## src/rtl/seg_scan_driver.sv

```systemverilog
// seg_scan_driver: time-multiplexed driver for an N-digit common-anode
// seven-segment display with a double-buffered, tear-free load path.
//
// Optional feature: define LEAD_ZERO_BLANK_EN to suppress leading zeros
// (digits from the top down whose nibble is 0 and dot is 0; digit 0 is never
// suppressed). Scan timing is identical with or without it.
//
// Ports:
//   clk         system clock
//   reset       asynchronous, active-high reset
//   digits      hex nibble per digit, digit i = digits[4i+3:4i]
//   dots        per-digit decimal point request, 1 = lit
//   blank       per-digit blank request, 1 = digit (and dot) dark
//   load        single-cycle strobe capturing digits/dots/blank
//   seg         segment drive, active-low; [6:0] = abcdefg (a = bit 6), [7] = dp
//   an          anode enables, active-low, at most one low at a time
//   frame_tick  one-cycle pulse following each frame wrap / buffer swap
module seg_scan_driver #(
    parameter int unsigned NUM_DIGITS   = 8,
    parameter int unsigned SCAN_DIV     = 100000,
    parameter int unsigned BLANK_CYCLES = 1000
) (
    input  logic                    clk,
    input  logic                    reset,
    input  logic [4*NUM_DIGITS-1:0] digits,
    input  logic [NUM_DIGITS-1:0]   dots,
    input  logic [NUM_DIGITS-1:0]   blank,
    input  logic                    load,
    output logic [7:0]              seg,
    output logic [NUM_DIGITS-1:0]   an,
    output logic                    frame_tick
);

    localparam int unsigned CW = $clog2(SCAN_DIV);
    localparam int unsigned IW = $clog2(NUM_DIGITS);
    localparam logic [CW-1:0] CNT_MAX = CW'(SCAN_DIV - 1);
    localparam logic [IW-1:0] IDX_MAX = IW'(NUM_DIGITS - 1);

    // Scan position
    logic [CW-1:0] cnt_q, cnt_d;
    logic [IW-1:0] idx_q, idx_d;

    // Pending (written by load) and active (displayed) buffers
    logic [NUM_DIGITS-1:0][3:0] pend_dig_q, pend_dig_d;
    logic [NUM_DIGITS-1:0]      pend_dot_q, pend_dot_d;
    logic [NUM_DIGITS-1:0]      pend_blk_q, pend_blk_d;
    logic                       pend_valid_q, pend_valid_d;
    logic [NUM_DIGITS-1:0][3:0] act_dig_q, act_dig_d;
    logic [NUM_DIGITS-1:0]      act_dot_q, act_dot_d;
    logic [NUM_DIGITS-1:0]      act_blk_q, act_blk_d;

    // Registered outputs
    logic [7:0]            seg_q, seg_d;
    logic [NUM_DIGITS-1:0] an_q, an_d;
    logic                  tick_q, tick_d;

    logic                  slot_end;
    logic                  wrap;
    logic                  dark;
    logic [NUM_DIGITS-1:0] lz_sup;

    function automatic logic [6:0] hex7(input logic [3:0] v);
        logic [6:0] s;
        case (v)
            4'h0: s = 7'h01;
            4'h1: s = 7'h4F;
            4'h2: s = 7'h12;
            4'h3: s = 7'h06;
            4'h4: s = 7'h4C;
            4'h5: s = 7'h24;
            4'h6: s = 7'h20;
            4'h7: s = 7'h0F;
            4'h8: s = 7'h00;
            4'h9: s = 7'h04;
            4'hA: s = 7'h08;
            4'hB: s = 7'h60;
            4'hC: s = 7'h31;
            4'hD: s = 7'h42;
            4'hE: s = 7'h30;
            4'hF: s = 7'h38;
        endcase
        return s;
    endfunction

`ifdef LEAD_ZERO_BLANK_EN
    // Walk down from the most significant digit; suppression stops at the
    // first nonzero nibble or lit dot. Digit 0 always stays visible.
    always_comb begin
        logic run;
        run    = 1'b1;
        lz_sup = '0;
        for (int i = NUM_DIGITS - 1; i >= 1; i--) begin
            run       = run & (act_dig_q[i] == 4'h0) & ~act_dot_q[i];
            lz_sup[i] = run;
        end
    end
`else
    assign lz_sup = '0;
`endif

    assign slot_end = (cnt_q == CNT_MAX);
    assign wrap     = slot_end && (idx_q == IDX_MAX);

    // Scan counters and buffer handshake
    always_comb begin
        cnt_d        = cnt_q + 1'b1;
        idx_d        = idx_q;
        pend_dig_d   = pend_dig_q;
        pend_dot_d   = pend_dot_q;
        pend_blk_d   = pend_blk_q;
        pend_valid_d = pend_valid_q;
        act_dig_d    = act_dig_q;
        act_dot_d    = act_dot_q;
        act_blk_d    = act_blk_q;

        if (slot_end) begin
            cnt_d = '0;
            idx_d = (idx_q == IDX_MAX) ? '0 : idx_q + 1'b1;
        end

        if (load) begin
            pend_dig_d   = digits;
            pend_dot_d   = dots;
            pend_blk_d   = blank;
            pend_valid_d = 1'b1;
        end

        // Active only changes on a frame wrap; a load on the wrap edge
        // bypasses pending so it is shown without an extra frame of delay.
        if (wrap) begin
            if (load) begin
                act_dig_d    = digits;
                act_dot_d    = dots;
                act_blk_d    = blank;
                pend_valid_d = 1'b0;
            end else if (pend_valid_q) begin
                act_dig_d    = pend_dig_q;
                act_dot_d    = pend_dot_q;
                act_blk_d    = pend_blk_q;
                pend_valid_d = 1'b0;
            end
        end
    end

    // Output decode from the current state; registered below (1-cycle lag)
    always_comb begin
        seg_d  = 8'hFF;
        an_d   = '1;
        tick_d = wrap;
        dark   = (32'(cnt_q) < BLANK_CYCLES) || act_blk_q[idx_q] || lz_sup[idx_q];
        if (!dark) begin
            an_d[idx_q] = 1'b0;
            seg_d       = {~act_dot_q[idx_q], hex7(act_dig_q[idx_q])};
        end
    end

    always_ff @(posedge clk or posedge reset) begin
        if (reset) begin
            cnt_q        <= '0;
            idx_q        <= '0;
            pend_dig_q   <= '0;
            pend_dot_q   <= '0;
            pend_blk_q   <= '1;
            pend_valid_q <= 1'b0;
            act_dig_q    <= '0;
            act_dot_q    <= '0;
            act_blk_q    <= '1;
            seg_q        <= 8'hFF;
            an_q         <= '1;
            tick_q       <= 1'b0;
        end else begin
            cnt_q        <= cnt_d;
            idx_q        <= idx_d;
            pend_dig_q   <= pend_dig_d;
            pend_dot_q   <= pend_dot_d;
            pend_blk_q   <= pend_blk_d;
            pend_valid_q <= pend_valid_d;
            act_dig_q    <= act_dig_d;
            act_dot_q    <= act_dot_d;
            act_blk_q    <= act_blk_d;
            seg_q        <= seg_d;
            an_q         <= an_d;
            tick_q       <= tick_d;
        end
    end

    assign seg        = seg_q;
    assign an         = an_q;
    assign frame_tick = tick_q;

endmodule

```

## config.mk

```make
export PLATFORM = sky130hd
export DESIGN_NAME = seg_scan_driver
export DESIGN_NICKNAME = d
export VERILOG_FILES = /design/src/rtl/seg_scan_driver.sv
export SDC_FILE = /design/constraint.sdc
export NUM_CORES = 1
export LEC_CHECK = 0
export ABC_AREA = 1
export CAP_MARGIN = 40
export CORE_MARGIN = 1.5
export CORE_UTILIZATION = 45
export DETAILED_ROUTE_END_ITERATION = 8
export GPL_ROUTABILITY_DRIVEN = 1
export PLACE_DENSITY = 0.69
export SLEW_MARGIN = 20
export SYNTH_ARGS = -nofsm -noshare
export SYNTH_HDL_FRONTEND = slang
export SYNTH_SLANG_ARGS = --single-unit
```

## constraint.sdc

```tcl
create_clock -name clk -period 4.45 [get_ports clk]
set_clock_uncertainty 0.1 [all_clocks]
set_input_delay 0.89 -clock clk [delete_from_list [all_inputs] [get_ports clk]]
set_output_delay 0.89 -clock clk [all_outputs]
set_load 0.1 [all_outputs]
```

; ---- Word level (Yosys, flattened, before mapping)
; Memory sizes are Yosys's and may differ from the RTL's.
; Cells that the tools add are included.
[totals]
register_bits = 134
rom_bits = 120
inputBits = 51
out_inout_bits = 17
elab_cells = 66
memories = 2
[mem_list]
columns = name, words, word_bits, read_ports, rd_clocked_by_memory_dff, wr, line
row1 = (name not given), 16, 7, 1, 0, 0, 64  ; case (v)
row2 = (name not given), 8, 1, 1, 0, 0, 150  ; dark = (32'(cnt_q) < BLANK_CYCLES) || act_blk_q[idx_q] || lz_sup[idx_q];
[op_classes]
addsub = 2
order_cmp = 3
n_eq_ne = 2
muxes = 23
bitwise_logic = 2
reduce_logical = 6
[ops]
columns = operator, count
row1 = $mux 32, 2
row2 = $mux 8, 6
row3 = $add 17x1->17 const B, 1
row4 = $eq 17x17->1 const B, 1
row5 = $lt 17x10->1 const B, 1
row6 = $mux 17, 1
row7 = $bmux 4 s3, 1
row8 = $mux 1, 8
row9 = $not 8->8, 1
row10 = $bmux 1 s3, 2
row11 = $lt 3x4->1 const B, 1
row12 = $mux 4, 1
row13 = $add 3x1->3 const B, 1
row14 = $demux 1 s3, 1
row15 = $eq 3x3->1 const B, 1
row16 = $ge 3x1->1 const B, 1
row17 = $mux 3, 1
row18 = $logic_and 1x1->1, 2
row19 = $logic_or 1x1->1, 2
row20 = $reduce_and 2->1, 1
row21 = $reduce_bool 2->1, 1
row22 = $not 1->1, 1

; ---- Depth between registers and ports, before layout
[depth]
word_depth = 6
ltp_mapped = 14
ltp_nobuf = 13

; ---- Worst setup path after synthesis
; Ideal clock, no wire load.
[synth_timing]
path_type = register to register
from = reg idx_q[0]
to = reg seg_q[5] (netlist: seg[5])
setup_ns = 0.077
arrival_ns = 1.848
t_required_ns = 4.273
slack_ns = 2.426
stages_incl_launch_ff = 14
n_path_buf = 2
period_less_slack_ns = 2.024
cell_sequence = dfrtp_1 inv_1 clkbuf_1 buf_2 nand3_1 nand2_1 nor2_1 nand2_1 inv_1 ha_1 o21ai_0 nor2_1 nor2_1 nand2_1
[synth_via]
elab_chain_cells = 5
word_cells_on_any_way = 10
cone_classes = mux (6) / reduce/logical (2) / memory (2)
[synth_lines]
columns = element, line
row1 = "start, declared", 41  ; logic [IW-1:0] idx_q, idx_d;
row2 = "start signal, assigned", 173  ; idx_q <= idx_d;
row3 = "parallel branches: the longest is 4 deep, another holds $mem_v2 16x7", n/a
row4 = $mux 8 (*), 151  ; if (!dark) begin
row5 = net seg_d[5], 53  ; logic [7:0] seg_q, seg_d;
row6 = "end signal, assigned", 181  ; seg_q <= seg_d;
row7 = "end, declared", 53
; Mark *: on every way through the listed nets, which the timed path passes. The select of a mux whose other input is x is not followed.
; A chain may end at the register's enable or synchronous reset.

; ---- Worst setup path in the final report
[layout_timing]
from = reg idx_q[1]
to = reg seg_q[5] (netlist: seg[5])
; The elaborated chain is that of the path after synthesis.

==> impl_metrics.ini <==
[floorplanning]
rows = 42
die-area_sq_um = 14300
die_h_um = 120
ios = 68
initial_core_util = 0.461
core-area_sq_um = 13300
die_x_um = 120

[power_and_ir_drop]
ir_drop_mv = 0.226
p_leak_nw = 4.05
swShare = 0.201
power.net_switching_w = 0.000601
pwr-share-seq = 0.426
pwr-share-clk = 0.527
power_density_nw_per_um2 = 374
power_w = 0.00299
p_int_w = 0.00239
combPwrFrac = 0.047

[drt]
drt_iter0_markers = 336
drc = 0
vias_per_cell = 4.94
drt-pass1-iter-count = 5
totalWireLength_um = 13800
wl_per_cell_um = 13.4
drtAntennaViolNets = 0
num_vias = 5105

[clocking]
clockBufferDepth = 2
cts_hold_buf = 0
clock_latency_ns = 0.42
cts_tree = done
cts_sinks = 134
cts_resized = 0
htreeDepth = 4
cts-root-buf = clkbuf_16
path_clk_slew_ns = 0.06
numCtsBuffers = 17
cts_setup_buffers = 0

[global_route]
grt_antenna_before_repair = 0
grt_pass1_wl_um = 24200
overflow = 0
grt_max_degree = 73
grt_usage = 0.213
grt_pass1_vias = 5200

[synthesis]
synth_top_area_cell = dfrtp_1
ys_seq_area_frac = 0.553
synth_nets = 825
ys_types = 30
syn_avg_cell_area_sq_um = 8.01
synth_area_sq_um = 6130
ys_ff_latch = 134
synthCells = 766
yosysTopAreaCellShare = 0.416
synth.area.top_cells = dfrtp_1 42%, nand2_1 22%, dfstp_2 14%
yosysWarnings = 0

[job]
maxCapViolCount = 0

[setup_path]
cp.arrival_ns = 2.95
rr_worst_depth = 12
cp_max_fo = 12
critPathLaunchType = flop
required_ns = 4.69
critPathCapture = seg[5]
reg2reg_to = seg[5]
crit_type = flop to flop
crit_path_end_kind = flop
crit_start = idx_q[1]
r2r-start = idx_q[1]
r2r_setup_slack_ns = 1.74

[timing]
fmax_mhz = 369
hold_violations = 0
maxSlewViolCount = 0
period_share = 0.610
holdWs_ns = 0.363
worst_pin_slew_ns = 0.788
min_period_ns = 2.71
max_slew_margin = 0.473
finalSetupViolCount = 0
fin_tns_setup_ns = 0
grt_setup_unrepaired = false

[final_layout]
antenna_cells = 0
fin_nets = 903
fillerInstances = 1169
layout_commonest_cell = nand2_1
multiInputGateArea_sq_um = 2370
syn_to_final_growth_pct = 30.1
seqCellArea_sq_um = 3390
drive_gt1_frac = 0.120
final_cell_mix = 363 x nand2_1, 102 x dfrtp_1, 88 x nand3_1, 67 x clkdlybuf4s50_1, 46 x inv_1

[placement]
dpl.hpwl_um = 9690
portBuffers = 67
place_congestion = 0.871

[hold_path]
hold_start = act_blk_q[0]
hp-class = flop to flop

[run_status]
status = completed
[worst max-delay path, cell delays in order, from the launching register on]
cell and delay (ns):
dfrtp_1 0.60, clkinv_1 0.36, nor2_2 0.43, nand3_1 0.12
nand2_1 0.09, nor2_1 0.05, nand2_1 0.13, inv_1 0.10
ha_1 0.29, o21ai_0 0.13, nor2_1 0.07, nor2_1 0.09
nand2_1 0.07
[power groups by stage]
stage / combinational, W / sequential, W / clock [W]
floorplan: 0.0000696 / 0.00129 / 0
global placement: 0.000136 / 0.00129 / 0
detailed placement: 0.000142 / 0.00129 / 0
CTS: 0.000143 / 0.00127 / 0.00160
global route: 0.000160 / 0.00128 / 0.00165
finish: 0.000139 / 0.00127 / 0.00158
[stage by stage]
step,setup slack (ns),cells,cell area [sq um],utilization
2_1_floorplan,1.82,766,6140,-
3_5_place_dp,1.43,999,7270,0.547
6_report,1.74,1033,7980,0.600
4_1_cts,1.54,1031,7940,0.597
5_1_grt,1.46,1033,7980,0.600
3_3_place_gp,1.24,980,6910,0.519
[sequential cells by signal (all words and copies together), names as in the netlist]
name / count
act_dig_q: 32
frame_tick: 1
pend_dig_q: 32
an: 8
pend_blk_q: 8
cnt_q: 17
act_dot_q: 8
idx_q: 3
act_blk_q: 8
pend_valid_q: 1
seg: 8
pend_dot_q: 8
[worst min-delay path by stage]
| stage | endpoint | slack, ns | cells past startpoint |
|---|---|---|---|
| 2_1_floorplan | cnt_q[0] | 0.33 | 1 |
| 3_3_place_gp | cnt_q[0] | 0.34 | 1 |
| 3_5_place_dp | act_blk_q[3] | 0.36 | 2 |
| 4_1_cts | act_blk_q[0] | 0.37 | 2 |
| 5_1_grt | act_blk_q[3] | 0.38 | 2 |
| 6_report | act_blk_q[0] | 0.36 | 2 |
[metal layers]
layer,vias to the layer above,part of all wire,track usage
li1,2560,-,-
met1,2397,0.44,0.268
met2,125,0.50,0.364
met3,23,0.042,0.0447
met4,0,0.017,0.0744
met5,-,0,0
[layout make-up]
type                    instances  area share
clock buffers                  19      0.0555
clock inverters                13      0.0285
inverters                      50      0.0240
multi-input cells             547       0.297
flip-flops and latches        134       0.425
well taps                     176      0.0276
repair buffers                 94       0.142
[synthesized netlist by cell type, drive strengths merged]
| cell | count |
|---|---|
| a21oi | 6 |
| and3 | 1 |
| buf | 19 |
| clkbuf | 16 |
| clkinv | 1 |
| dfrtp | 102 |
| dfstp | 32 |
| ha | 8 |
| inv | 49 |
| nand2 | 366 |
| nand3 | 89 |
| nand4 | 8 |
| nor2 | 35 |
| nor3 | 9 |
| nor4 | 3 |
| o211ai | 1 |
| o21ai | 11 |
| o22ai | 2 |
| o32ai | 1 |
| or2 | 1 |
| xnor2 | 1 |
| xor2 | 5 |
[kinds of logic (layout without fill, tap and decap cells)]
family / Yosys count / in the layout / synth area share
xor+xnor: 6 / 6 / 0.00857
compound gates: 21 / 21 / 0.0186
buf+inv: 85 / 176 / 0.0600
fa+ha+maj: 8 / 8 / 0.0163
simple gates: 512 / 512 / 0.343
flops: 134 / 134 / 0.553
(Power assumes the default switching activity.)
